===== src/rtl/alu_rs_pkg.sv =====
`default_nettype none
// ============================================================================
// Module   : alu_rs_pkg
// Brief    : Shared opcode/funct3 constants and the reservation-station entry.
// Revision : 1.0 - initial release
// ============================================================================
package alu_rs_pkg;

  localparam logic [6:0] OP_CALC     = 7'b0110011;
  localparam logic [6:0] OP_CALC_IMM = 7'b0010011;

  localparam logic [2:0] F3_ADD  = 3'b000;
  localparam logic [2:0] F3_SLL  = 3'b001;
  localparam logic [2:0] F3_SLT  = 3'b010;
  localparam logic [2:0] F3_SLTU = 3'b011;
  localparam logic [2:0] F3_XOR  = 3'b100;
  localparam logic [2:0] F3_SR   = 3'b101;
  localparam logic [2:0] F3_OR   = 3'b110;
  localparam logic [2:0] F3_AND  = 3'b111;

  // Entry fields are sized for the widest supported build; narrower
  // instances keep the upper bits at zero.
  localparam int RS_XLEN_MAX  = 64;
  localparam int RS_TAG_W_MAX = 16;

  typedef struct packed {
    logic                    valid;
    logic [RS_TAG_W_MAX-1:0] tag;
    logic [6:0]              opcode;
    logic [2:0]              funct3;
    logic                    flag;
    logic [RS_XLEN_MAX-1:0]  v1;
    logic                    r1;
    logic [RS_TAG_W_MAX-1:0] q1;
    logic [RS_XLEN_MAX-1:0]  v2;
    logic                    r2;
    logic [RS_TAG_W_MAX-1:0] q2;
  } rs_entry_t;

  function automatic logic is_alu_op(input logic [6:0] op);
    return (op == OP_CALC) || (op == OP_CALC_IMM);
  endfunction

endpackage
`default_nettype wire


===== src/rtl/alu_rs_exec.sv =====
`default_nettype none
// ============================================================================
// Module   : alu_rs_exec
// Brief    : Combinational integer ALU for OP / OP-IMM instructions.
// Revision : 1.0 - initial release
// ============================================================================
module alu_rs_exec
  import alu_rs_pkg::*;
#(
  parameter int XLEN = 32
) (
  input  logic [6:0]      opcode,
  input  logic [2:0]      funct3,
  input  logic            flag,
  input  logic [XLEN-1:0] a,
  input  logic [XLEN-1:0] b,
  output logic [XLEN-1:0] result
);

  localparam int SH_W = $clog2(XLEN);

  logic [SH_W-1:0] w_shamt;
  assign w_shamt = b[SH_W-1:0];

  always_comb begin
    result = '0;
    case (funct3)
      // OP-IMM has no SUBI, so the flag only selects subtract for OP
      F3_ADD:  result = (flag && (opcode == OP_CALC)) ? (a - b) : (a + b);
      F3_SLL:  result = a << w_shamt;
      F3_SLT:  result = {{(XLEN-1){1'b0}}, ($signed(a) < $signed(b))};
      F3_SLTU: result = {{(XLEN-1){1'b0}}, (a < b)};
      F3_XOR:  result = a ^ b;
      F3_SR:   result = flag ? XLEN'($signed(a) >>> w_shamt) : (a >> w_shamt);
      F3_OR:   result = a | b;
      F3_AND:  result = a & b;
      default: result = '0;
    endcase
  end

endmodule
`default_nettype wire


===== src/rtl/alu_rs_gen2.sv =====
`default_nettype none
// ============================================================================
// Module   : alu_rs_gen2
// Brief    : Integer-ALU reservation station with CDB wakeup, age-ordered
//            issue and a single-entry result register.
// Revision : 1.0 - initial release
// ============================================================================
module alu_rs_gen2
  import alu_rs_pkg::*;
#(
  parameter int DEPTH   = 4,
  parameter int TAG_W   = 6,
  parameter int XLEN    = 32,
  parameter int NUM_CDB = 2
) (
  input  logic                         clock,
  input  logic                         reset_n,
  input  logic                         flush,
  input  logic                         disp_valid,
  output logic                         disp_ready,
  input  logic [6:0]                   disp_opcode,
  input  logic [2:0]                   disp_funct3,
  input  logic                         disp_flag,
  input  logic [TAG_W-1:0]             disp_tag,
  input  logic [XLEN-1:0]              disp_v1,
  input  logic [XLEN-1:0]              disp_v2,
  input  logic [TAG_W-1:0]             disp_q1,
  input  logic [TAG_W-1:0]             disp_q2,
  input  logic                         disp_r1,
  input  logic                         disp_r2,
  input  logic [NUM_CDB-1:0]           cdb_valid,
  input  logic [NUM_CDB*TAG_W-1:0]     cdb_tag,
  input  logic [NUM_CDB*XLEN-1:0]      cdb_data,
  output logic                         res_valid,
  input  logic                         res_ready,
  output logic [TAG_W-1:0]             res_tag,
  output logic [XLEN-1:0]              res_data,
  output logic [$clog2(DEPTH+1)-1:0]   occupancy
);

  localparam int OCC_W = $clog2(DEPTH+1);
  localparam int IDX_W = $clog2(DEPTH);

  rs_entry_t                   r_ent [DEPTH];
  logic [DEPTH-1:0][DEPTH-1:0] r_older;  // r_older[i][j]: entry i is older than j
  logic                        r_res_valid;
  logic [TAG_W-1:0]            r_res_tag;
  logic [XLEN-1:0]             r_res_data;

  logic [DEPTH-1:0]            w_valid, w_rdy, w_sel;
  logic [XLEN:0]               w_lk1 [DEPTH];
  logic [XLEN:0]               w_lk2 [DEPTH];
  logic [XLEN:0]               w_byp1, w_byp2;
  logic [IDX_W-1:0]            w_sel_idx, w_alloc_idx;
  logic [DEPTH-1:0][DEPTH-1:0] w_older_nxt;
  logic [OCC_W-1:0]            w_occ;
  logic [XLEN-1:0]             w_exec_res;
  logic                        w_issue, w_alloc;
  rs_entry_t                   w_new;

  // Returns {hit, data}; the lowest matching port wins.
  function automatic logic [XLEN:0] cdb_lookup(
    input logic [TAG_W-1:0]         q,
    input logic [NUM_CDB-1:0]       vld,
    input logic [NUM_CDB*TAG_W-1:0] tags,
    input logic [NUM_CDB*XLEN-1:0]  data
  );
    logic [XLEN:0] res;
    res = '0;
    for (int k = NUM_CDB-1; k >= 0; k--) begin
      if (vld[k] && (tags[k*TAG_W +: TAG_W] == q)) res = {1'b1, data[k*XLEN +: XLEN]};
    end
    return res;
  endfunction

  always_comb begin
    for (int i = 0; i < DEPTH; i++) begin
      w_valid[i] = r_ent[i].valid;
      w_rdy[i]   = r_ent[i].valid && r_ent[i].r1 && r_ent[i].r2;
      w_lk1[i]   = cdb_lookup(r_ent[i].q1[TAG_W-1:0], cdb_valid, cdb_tag, cdb_data);
      w_lk2[i]   = cdb_lookup(r_ent[i].q2[TAG_W-1:0], cdb_valid, cdb_tag, cdb_data);
    end
  end

  always_comb begin
    for (int i = 0; i < DEPTH; i++) begin
      w_sel[i] = w_rdy[i];
      for (int j = 0; j < DEPTH; j++) begin
        if ((j != i) && w_rdy[j] && !r_older[i][j]) w_sel[i] = 1'b0;
      end
    end
  end

  always_comb begin
    w_sel_idx   = '0;
    w_alloc_idx = '0;
    w_occ       = '0;
    for (int i = DEPTH-1; i >= 0; i--) begin
      if (w_sel[i])    w_sel_idx   = IDX_W'(i);
      if (!w_valid[i]) w_alloc_idx = IDX_W'(i);
      w_occ = w_occ + OCC_W'(w_valid[i]);
    end
  end

  assign disp_ready = ~&w_valid;
  assign w_alloc    = disp_valid && disp_ready && is_alu_op(disp_opcode);
  assign w_issue    = (|w_sel) && (!r_res_valid || res_ready);
  assign w_byp1     = cdb_lookup(disp_q1, cdb_valid, cdb_tag, cdb_data);
  assign w_byp2     = cdb_lookup(disp_q2, cdb_valid, cdb_tag, cdb_data);

  always_comb begin
    w_new        = '0;
    w_new.valid  = 1'b1;
    w_new.tag    = RS_TAG_W_MAX'(disp_tag);
    w_new.opcode = disp_opcode;
    w_new.funct3 = disp_funct3;
    w_new.flag   = disp_flag;
    w_new.r1     = disp_r1 || w_byp1[XLEN];
    w_new.r2     = disp_r2 || w_byp2[XLEN];
    w_new.v1     = RS_XLEN_MAX'((disp_r1 || !w_byp1[XLEN]) ? disp_v1 : w_byp1[XLEN-1:0]);
    w_new.v2     = RS_XLEN_MAX'((disp_r2 || !w_byp2[XLEN]) ? disp_v2 : w_byp2[XLEN-1:0]);
    w_new.q1     = RS_TAG_W_MAX'(disp_q1);
    w_new.q2     = RS_TAG_W_MAX'(disp_q2);
  end

  // A new entry is younger than every entry that survives this edge.
  always_comb begin
    w_older_nxt = r_older;
    for (int i = 0; i < DEPTH; i++) begin
      if (w_issue && w_sel[i]) begin
        for (int j = 0; j < DEPTH; j++) begin
          w_older_nxt[i][j] = 1'b0;
          w_older_nxt[j][i] = 1'b0;
        end
      end
    end
    if (w_alloc) begin
      for (int j = 0; j < DEPTH; j++) begin
        w_older_nxt[w_alloc_idx][j] = 1'b0;
        w_older_nxt[j][w_alloc_idx] = w_valid[j] && !(w_issue && w_sel[j]);
      end
    end
  end

  alu_rs_exec #(.XLEN(XLEN)) u_exec (
    .opcode (r_ent[w_sel_idx].opcode),
    .funct3 (r_ent[w_sel_idx].funct3),
    .flag   (r_ent[w_sel_idx].flag),
    .a      (r_ent[w_sel_idx].v1[XLEN-1:0]),
    .b      (r_ent[w_sel_idx].v2[XLEN-1:0]),
    .result (w_exec_res)
  );

  always_ff @(posedge clock or negedge reset_n) begin
    if (!reset_n) begin
      for (int i = 0; i < DEPTH; i++) r_ent[i] <= '0;
      r_older <= '0;
    end else if (flush) begin
      for (int i = 0; i < DEPTH; i++) r_ent[i].valid <= 1'b0;
      r_older <= '0;
    end else begin
      r_older <= w_older_nxt;
      for (int i = 0; i < DEPTH; i++) begin
        if (r_ent[i].valid && !r_ent[i].r1 && w_lk1[i][XLEN]) begin
          r_ent[i].v1 <= RS_XLEN_MAX'(w_lk1[i][XLEN-1:0]);
          r_ent[i].r1 <= 1'b1;
        end
        if (r_ent[i].valid && !r_ent[i].r2 && w_lk2[i][XLEN]) begin
          r_ent[i].v2 <= RS_XLEN_MAX'(w_lk2[i][XLEN-1:0]);
          r_ent[i].r2 <= 1'b1;
        end
        if (w_issue && w_sel[i]) r_ent[i].valid <= 1'b0;
        if (w_alloc && (w_alloc_idx == IDX_W'(i))) r_ent[i] <= w_new;
      end
    end
  end

  always_ff @(posedge clock or negedge reset_n) begin
    if (!reset_n) begin
      r_res_valid <= 1'b0;
      r_res_tag   <= '0;
      r_res_data  <= '0;
    end else if (flush) begin
      r_res_valid <= 1'b0;
    end else if (w_issue) begin
      r_res_valid <= 1'b1;
      r_res_tag   <= r_ent[w_sel_idx].tag[TAG_W-1:0];
      r_res_data  <= w_exec_res;
    end else if (res_ready) begin
      r_res_valid <= 1'b0;
    end
  end

  assign res_valid = r_res_valid;
  assign res_tag   = r_res_tag;
  assign res_data  = r_res_data;
  assign occupancy = w_occ;

  // Upper entry bits are always zero in narrow builds; fold them into a sink.
  logic [DEPTH-1:0] w_unused_par;
  for (genvar gi = 0; gi < DEPTH; gi++) begin : g_unused
    assign w_unused_par[gi] = ^r_ent[gi];
  end

endmodule
`default_nettype wire

===== config.mk =====
export PLATFORM = sky130hd
export DESIGN_NAME = alu_rs_gen2
export DESIGN_NICKNAME = d
export VERILOG_FILES = /design/src/rtl/alu_rs_pkg.sv /design/src/rtl/alu_rs_exec.sv /design/src/rtl/alu_rs_gen2.sv
export SDC_FILE = /design/constraint.sdc
export NUM_CORES = 2
export LEC_CHECK = 0
export CORE_AREA = 2 2 241 243
export CTS_CLUSTER_DIAMETER = 150
export DETAILED_ROUTE_END_ITERATION = 7
export DIE_AREA = 0 0 243 245
export PLACE_DENSITY = 0.78
export SETUP_SLACK_MARGIN = 0.2
export SLEW_MARGIN = 40
export SYNTH_ARGS = -nofsm -noshare
export SYNTH_HDL_FRONTEND = slang
export SYNTH_SLANG_ARGS = --single-unit

===== constraint.sdc =====
create_clock -name clock -period 5.8 [get_ports clock]
set_clock_uncertainty 0.1 [all_clocks]
set_input_delay 0.58 -clock clock [delete_from_list [all_inputs] [get_ports clock]]
set_output_delay 0.58 -clock clock [all_outputs]
set_load 0.01 [all_outputs]

# Word level (Yosys, flattened, before mapping)
# Index checks and enable logic that the tools add are counted.
# Widths: inputs -> output; s select.
dict set report op_classes {
  n_reduce_logical 137
  shifts 3
  n_eq_ne 33
  magnitude_cmp 5
  bitwise 13
  mux 101
  addsub 5
}
# op n
set op_table {}
lappend op_table {{$mux 190} 4}
lappend op_table {{$mux 33} 20}
lappend op_table {{$mux 65} 8}
lappend op_table {{$bmux 190 s2} 1}
lappend op_table {{$mux 179} 2}
lappend op_table {{$pmux 32 s8} 1}
lappend op_table {{$mux 32} 4}
lappend op_table {{$eq 6x6->1} 20}
lappend op_table {{$logic_and 1x1->1} 73}
lappend op_table {{$and 16x16->16} 4}
lappend op_table {{$lt 32x32->1} 2}
lappend op_table {{$not 16->16} 4}
lappend op_table {{$mux 1} 35}
lappend op_table {{$add 32x32->32} 1}
lappend op_table {{$and 32x32->32} 1}
lappend op_table {{$demux 4 s2} 4}
lappend op_table {{$mux 16} 2}
lappend op_table {{$or 32x32->32} 1}
lappend op_table {{$shl 32x5->32} 1}
lappend op_table {{$shr 32x5->32} 1}
lappend op_table {{$sshr 32x5->32} 1}
lappend op_table {{$sub 32x32->32} 1}
lappend op_table {{$xor 32x32->32} 1}
lappend op_table {{$logic_not 1->1} 28}
lappend op_table {{other kinds (29)} 77}
dict set report word_totals {
  output_inout_bits 43
  reg_bits 695
  inputBits 178
}

# Logic depth before layout (Yosys ltp)
dict set report logic_depth {
  depth_word 22
  ltp_mapped 26
  ltp_nobuf 20
}

# Hierarchy
# A second synthesis with hierarchy kept.
dict set report unflattened {
  hier_cells 4516
  hier_area_um2 36857.8
}
# mod cells_each area_per_inst_um2 seq_area_each_um2 instances
set modules_own_cells {}
lappend modules_own_cells {alu_rs_gen2 3182 27963.1 10885.4 1}
lappend modules_own_cells {alu_rs_exec 1334 8894.8 0.0 1}

# Worst setup path before layout
# OpenSTA, ideal clock, no wires.
dict set report synth_timing {
  path_type {flip-flop to flip-flop}
  from {register r_ent[569] (netlist name)}
  to {register r_res_data[28] (netlist: res_data[28])}
  n_path_buf 9
  stages_incl_launch_ff 27
  arrival_ps 5025
  required_time_ps 5574
  setup_ps 126
  setup_slack_ps 549
  path_cell_list {dfrtp_1 buf_2 and3_1 buf_2 and4_1 buf_6 a211oi_2 buf_6 buf_6 mux2i_1 mux2_2 buf_2 clkbuf_1 buf_1 ha_1 clkbuf_1 nand2b_1 o311ai_0 a21oi_1 o211ai_1 and2_1 o311a_1 nor3_1 a311oi_1 xnor2_1 nor2_1 o32a_1}
}
dict set report synth_between {
  elab_chain_len 17
  elab_cells_between_ends 47
  cone_classes {add/sub: 2; eq/ne: 8; shift: 3; mux: 20; bitwise: 4; reduce/logical: 10}
}
# element line_no
set synth_lines {}
lappend synth_lines {{start, declared} alu_rs_gen2.sv:44} ;# rs_entry_t r_ent [DEPTH];
lappend synth_lines {{start signal, assigned by index} alu_rs_gen2.sv:173} ;# if (w_alloc && (w_alloc_idx == IDX_W'(i))) r_ent[i] <= w_new;
lappend synth_lines {{$logic_and 1x1->1 (*) (2 in series)} alu_rs_gen2.sv:79} ;# w_rdy[i] = r_ent[i].valid && r_ent[i].r1 && r_ent[i].r2;
lappend synth_lines {{branches (longest 15 deep; another with $add 32x32->32)} n/a}
lappend synth_lines {{end signal, assigned} alu_rs_gen2.sv:188} ;# r_res_data <= w_exec_res;
lappend synth_lines {{end, declared} alu_rs_gen2.sv:48} ;# logic [XLEN-1:0] r_res_data;
# Mark *: on every way between the ends. The select of a mux whose other input is x is not followed.
# A chain may end at the register's enable or synchronous reset.

# Worst setup path in the final report
dict set report layout_timing {
  from {register r_older[7] (netlist name)}
  to {register r_res_data[28] (netlist: res_data[28])}
}
dict set report layout_between {
  elab_chain_len 13
  elab_cells_between_ends 33
  cone_classes {add/sub: 2; eq/ne: 8; shift: 3; mux: 9; bitwise: 4; reduce/logical: 7}
}
# element line_no
set layout_lines {}
lappend layout_lines {{start, declared} alu_rs_gen2.sv:45} ;# logic [DEPTH-1:0][DEPTH-1:0] r_older;
lappend layout_lines {{start signal, assigned} alu_rs_gen2.sv:162} ;# r_older <= w_older_nxt;
lappend layout_lines {{$logic_not 1->1 (*)} alu_rs_gen2.sv:89} ;# if ((j != i) && w_rdy[j] && !r_older[i][j]) w_sel[i] = 1'b0;
lappend layout_lines {{$logic_and 1x1->1 (*)} alu_rs_gen2.sv:89}
lappend layout_lines {{$mux 1 (*)} alu_rs_gen2.sv:89}
lappend layout_lines {{branches (longest 10 deep; another with $add 32x32->32)} n/a}
# Marked as above.

==> results.md <==
- Post-route setup slack: ~0.34 ns
- Period utilization: 94.2%
- Vias per cell: 7.39
- Slowest CP cell: mux2i_1
- Run status: finished, violations left
- Mean Syn Cell Area: between 8 and 9 sq um
- Fmax: roughly 180 MHz
- Antenna-violating nets left: 0
- CTS tree: done
- I/O Buffers: 220
- Final hold vios: 0
- Hold_ws: between 0.3 and 0.4 ns
- Core Area: between 50000 and 60000 sq um
- RSZ-0062 raised after global routing: true
- Final WL: ~150000 um
- Root buf cell: clkbuf_16
- Syn Inst Count: approximately 4000
- Peak per-stage delay on the critical path: approximately 0.59 ns
- # nets final: 4306
- Post-synth top area cell: dfrtp_1
- Boundary Pins: 221
- Num CTS Buffers: 49
- Fraction of registers with async set/reset: 100%
- R2R Setup Slk: approximately 0.34 ns
- Violated checks: DRC
- Leak: about 17 nW
- Minimum clock period: ~5.5 ns
- Cell variety after synth: 95
- Setup-failing EPs final: 0
- Iteration-0 DRC Markers: between 5000 and 6000
- Row count: between 80 and 90
- Worst Setup End Kind: flip-flop
- First-pass GRT wire length: about 210000 um
- Clock-pin slew on the worst setup and hold paths: ~0.06 ns
- Req. time, crit path: roughly 6.2 ns
- # DRC: 1
- Number of warnings issued by yosys: 0
- Worst min path class: reg2reg
- Max clock buf depth: 3
- Pwr/cell area: 207 nW/um^2
- Seq/Total Area, Yosys: a little under a third
- Drt pass-1 iters: 8
- Peak VDD IR: roughly 0.23 mV
- Crit path cell chain: nand4b_1 > and4_1 > a211oi_4 > buf_12 > buf_12 > mux2i_1 > mux2i_1 > ha_1 > nor4_1 > nand3_1 > o311a_1 > nor3_1 > a311oi_2 > xnor2_1 > nor2_1 > o32a_1
- Placed cell count: about 4700
- Area fraction of the dominant cell type after synthesis: 31.5%
- Clock latency on the worst-skew pair: 0.64 ns
- Synthesized Nets: around 4300
- Die width: between 200 and 250 um
- Top_reg_cell synth: dfrtp_1
- Die Ht: between 200 and 250 um
- Top post-synthesis cells by area: dfrtp_1, mux2i_1, nand2_1, ha_1, a21oi_1
- GRT Total Usage: a little under half
- Worst EP arrival: between 5 and 6 ns
- Vias: 35723
- GRT Residual Overflow: 0
- Yosys reg bits: approximately 440
- Routability cong.: between 1 and 1.5
- Vias in the first global route: ~34000
- WL per Instance: 30.1 um
- H-tree levels: 2
- Critical Path Source Type: flip-flop
- Worst slew margin: approximately a third
- Number of enable flip-flop cells after synthesis: 0
- Crit Path Max Fanout: 28
- Tightest Pin Transition: roughly 1.0 ns
- Slew Viols, Final: 0
- Post-Syn Area: 34600 sq um
- Post-Place Setup Slack: roughly 0.28 ns
- Critical path class: reg2reg
- CTS sink cnt: between 400 and 500
- Initial antenna violation count: 7
- Final Instance Count excl. Fillers: between 4000 and 5000
- Starting Density: 60.6%
- DP Wirelength: 97200 um
- Final TNS setup: 0 ns
- Largest net degree at the start of global routing: roughly 150
- Max-cap viol count: 0
- Layout cell share with drive strength beyond 1: 12.2%
- Layout area overhead: 14.7%
- DIE AREA: 59500 sq um
-- cell usage in the layout, fill, tap and decap left out, drive strengths merged, types with 15 or more instances in the layout --
master / count
dfrtp: 435
nand2: 362
mux2i: 347
nor2: 270
a21oi: 253
clkdlybuf4s50: 219
o21ai: 179
buf: 172
o221ai: 134
o21a: 123
a211oi: 120
a221oi: 119
inv: 115
a21o: 111
mux2: 107
nand3: 107
ha: 101
xnor2: 81
clkbuf: 69
xor2: 68
nor3: 51
o22ai: 44
a22o: 35
a31oi: 34
o211ai: 30
nand4: 29
a22oi: 27
nor2b: 24
nor4: 24
or2: 18
a32oi: 15
nand4b: 15
-- registers in the layout, indices dropped and copies added, names as in the netlist --
signal	count
r_ent	384
res_data	32
r_older	12
res_tag	6
res_valid	1
-- what timing repair did --
item / 4_1_cts / 5_1_grt
hold buffers: 1 / 0
hold endpoints to repair: 85 / 0
gates resized for setup: 0 / 16
buffers inserted: 0 / 7
setup endpoints to repair: 0 / 16
-- worst max-delay path, delay by kind of cell, from the launching register on --
kind,cells,cell delay (ns)
AND/OR/NAND/NOR,6,1.88
AO/OA/AOI/OAI,4,1.12
multiplexers,2,0.73
buffers and inverters,2,0.46
adder cells (fa/ha/maj),1,0.43
flip-flops,1,0.39
XOR/XNOR,1,0.19
-- report_power, final --
part / switching [mW] / internal [mW]
Combinational: 1.18 / 0.665
Sequential: 0.0491 / 3.10
Clock: 1.43 / 1.80
-- synth_stat cells (35+ instances only) --
master and instances:
a211oi_1 118, a21o_1 111, a21oi_1 252, a221oi_1 118
a22o_1 35, buf_1 71, clkbuf_1 293, dfrtp_1 435
ha_1 101, inv_1 95, mux2_2 107, mux2i_1 326
nand2_1 360, nand3_1 107, nor2_1 267, nor3_1 51
o21a_1 123, o21ai_0 167, o221ai_1 132, o22ai_1 44
xnor2_1 81, xor2_1 68
-- cell type report --
cell class,count,area [sq um]
Antenna cell,5,12.5
Tap cell,765,957
Clock inverter,20,221
Clock buffer,69,1410
Inverter,113,424
Sequential cell,435,10900
Multi-Input combinational cell,3033,21900
Timing Repair Buffer,392,3780
Fill cell,4633,17400
-- final timing paths --
path	end	from	depth (start not counted)
max	res_data[28]$_DFFE_PN0P_	r_older[7]$_DFF_PN0_	16
min	r_ent[740]$_DFFE_PN0P_	r_ent[740]$_DFFE_PN0P_	1
max reg2reg	res_data[28]$_DFFE_PN0P_	r_older[7]$_DFF_PN0_	16
min reg2reg	r_ent[740]$_DFFE_PN0P_	r_ent[740]$_DFFE_PN0P_	1
max in group asynchronous	r_ent[166]$_DFFE_PN0P_	reset_n	4
min in group asynchronous	r_ent[651]$_DFFE_PN0P_	reset_n	2
-- kinds of logic after synthesis --
group | share of synthesized area, %
AO/OA/AOI/OAI | 28.0
XOR/XNOR | 3.78
adder cells (fa/ha/maj) | 3.83
buffers and inverters | 6.09
flip-flops | 31.5
multiplexers | 14.0
AND/OR/NAND/NOR | 12.7
-- layer usage --
layer	track usage, %	vias to the layer above	wire length (um)
met5	0.735	-	136
met4	29.2	12	11400
met3	17.9	806	22100
met2	67.7	3083	59000
met1	60.2	16866	52500
li1	-	14956	-
-- per-stage QoR --
step	power (mW)	instance area, sq um	util [%]
after detailed placement	4.92	37800	66.3
after floorplan	4.16	34600	-
after global placement	4.91	37700	66.0
after global routing	8.42	39600	69.4
final	8.22	39600	69.5
after CTS	8.10	39400	69.1
Note: power is estimated with default switching activity, not from simulation.
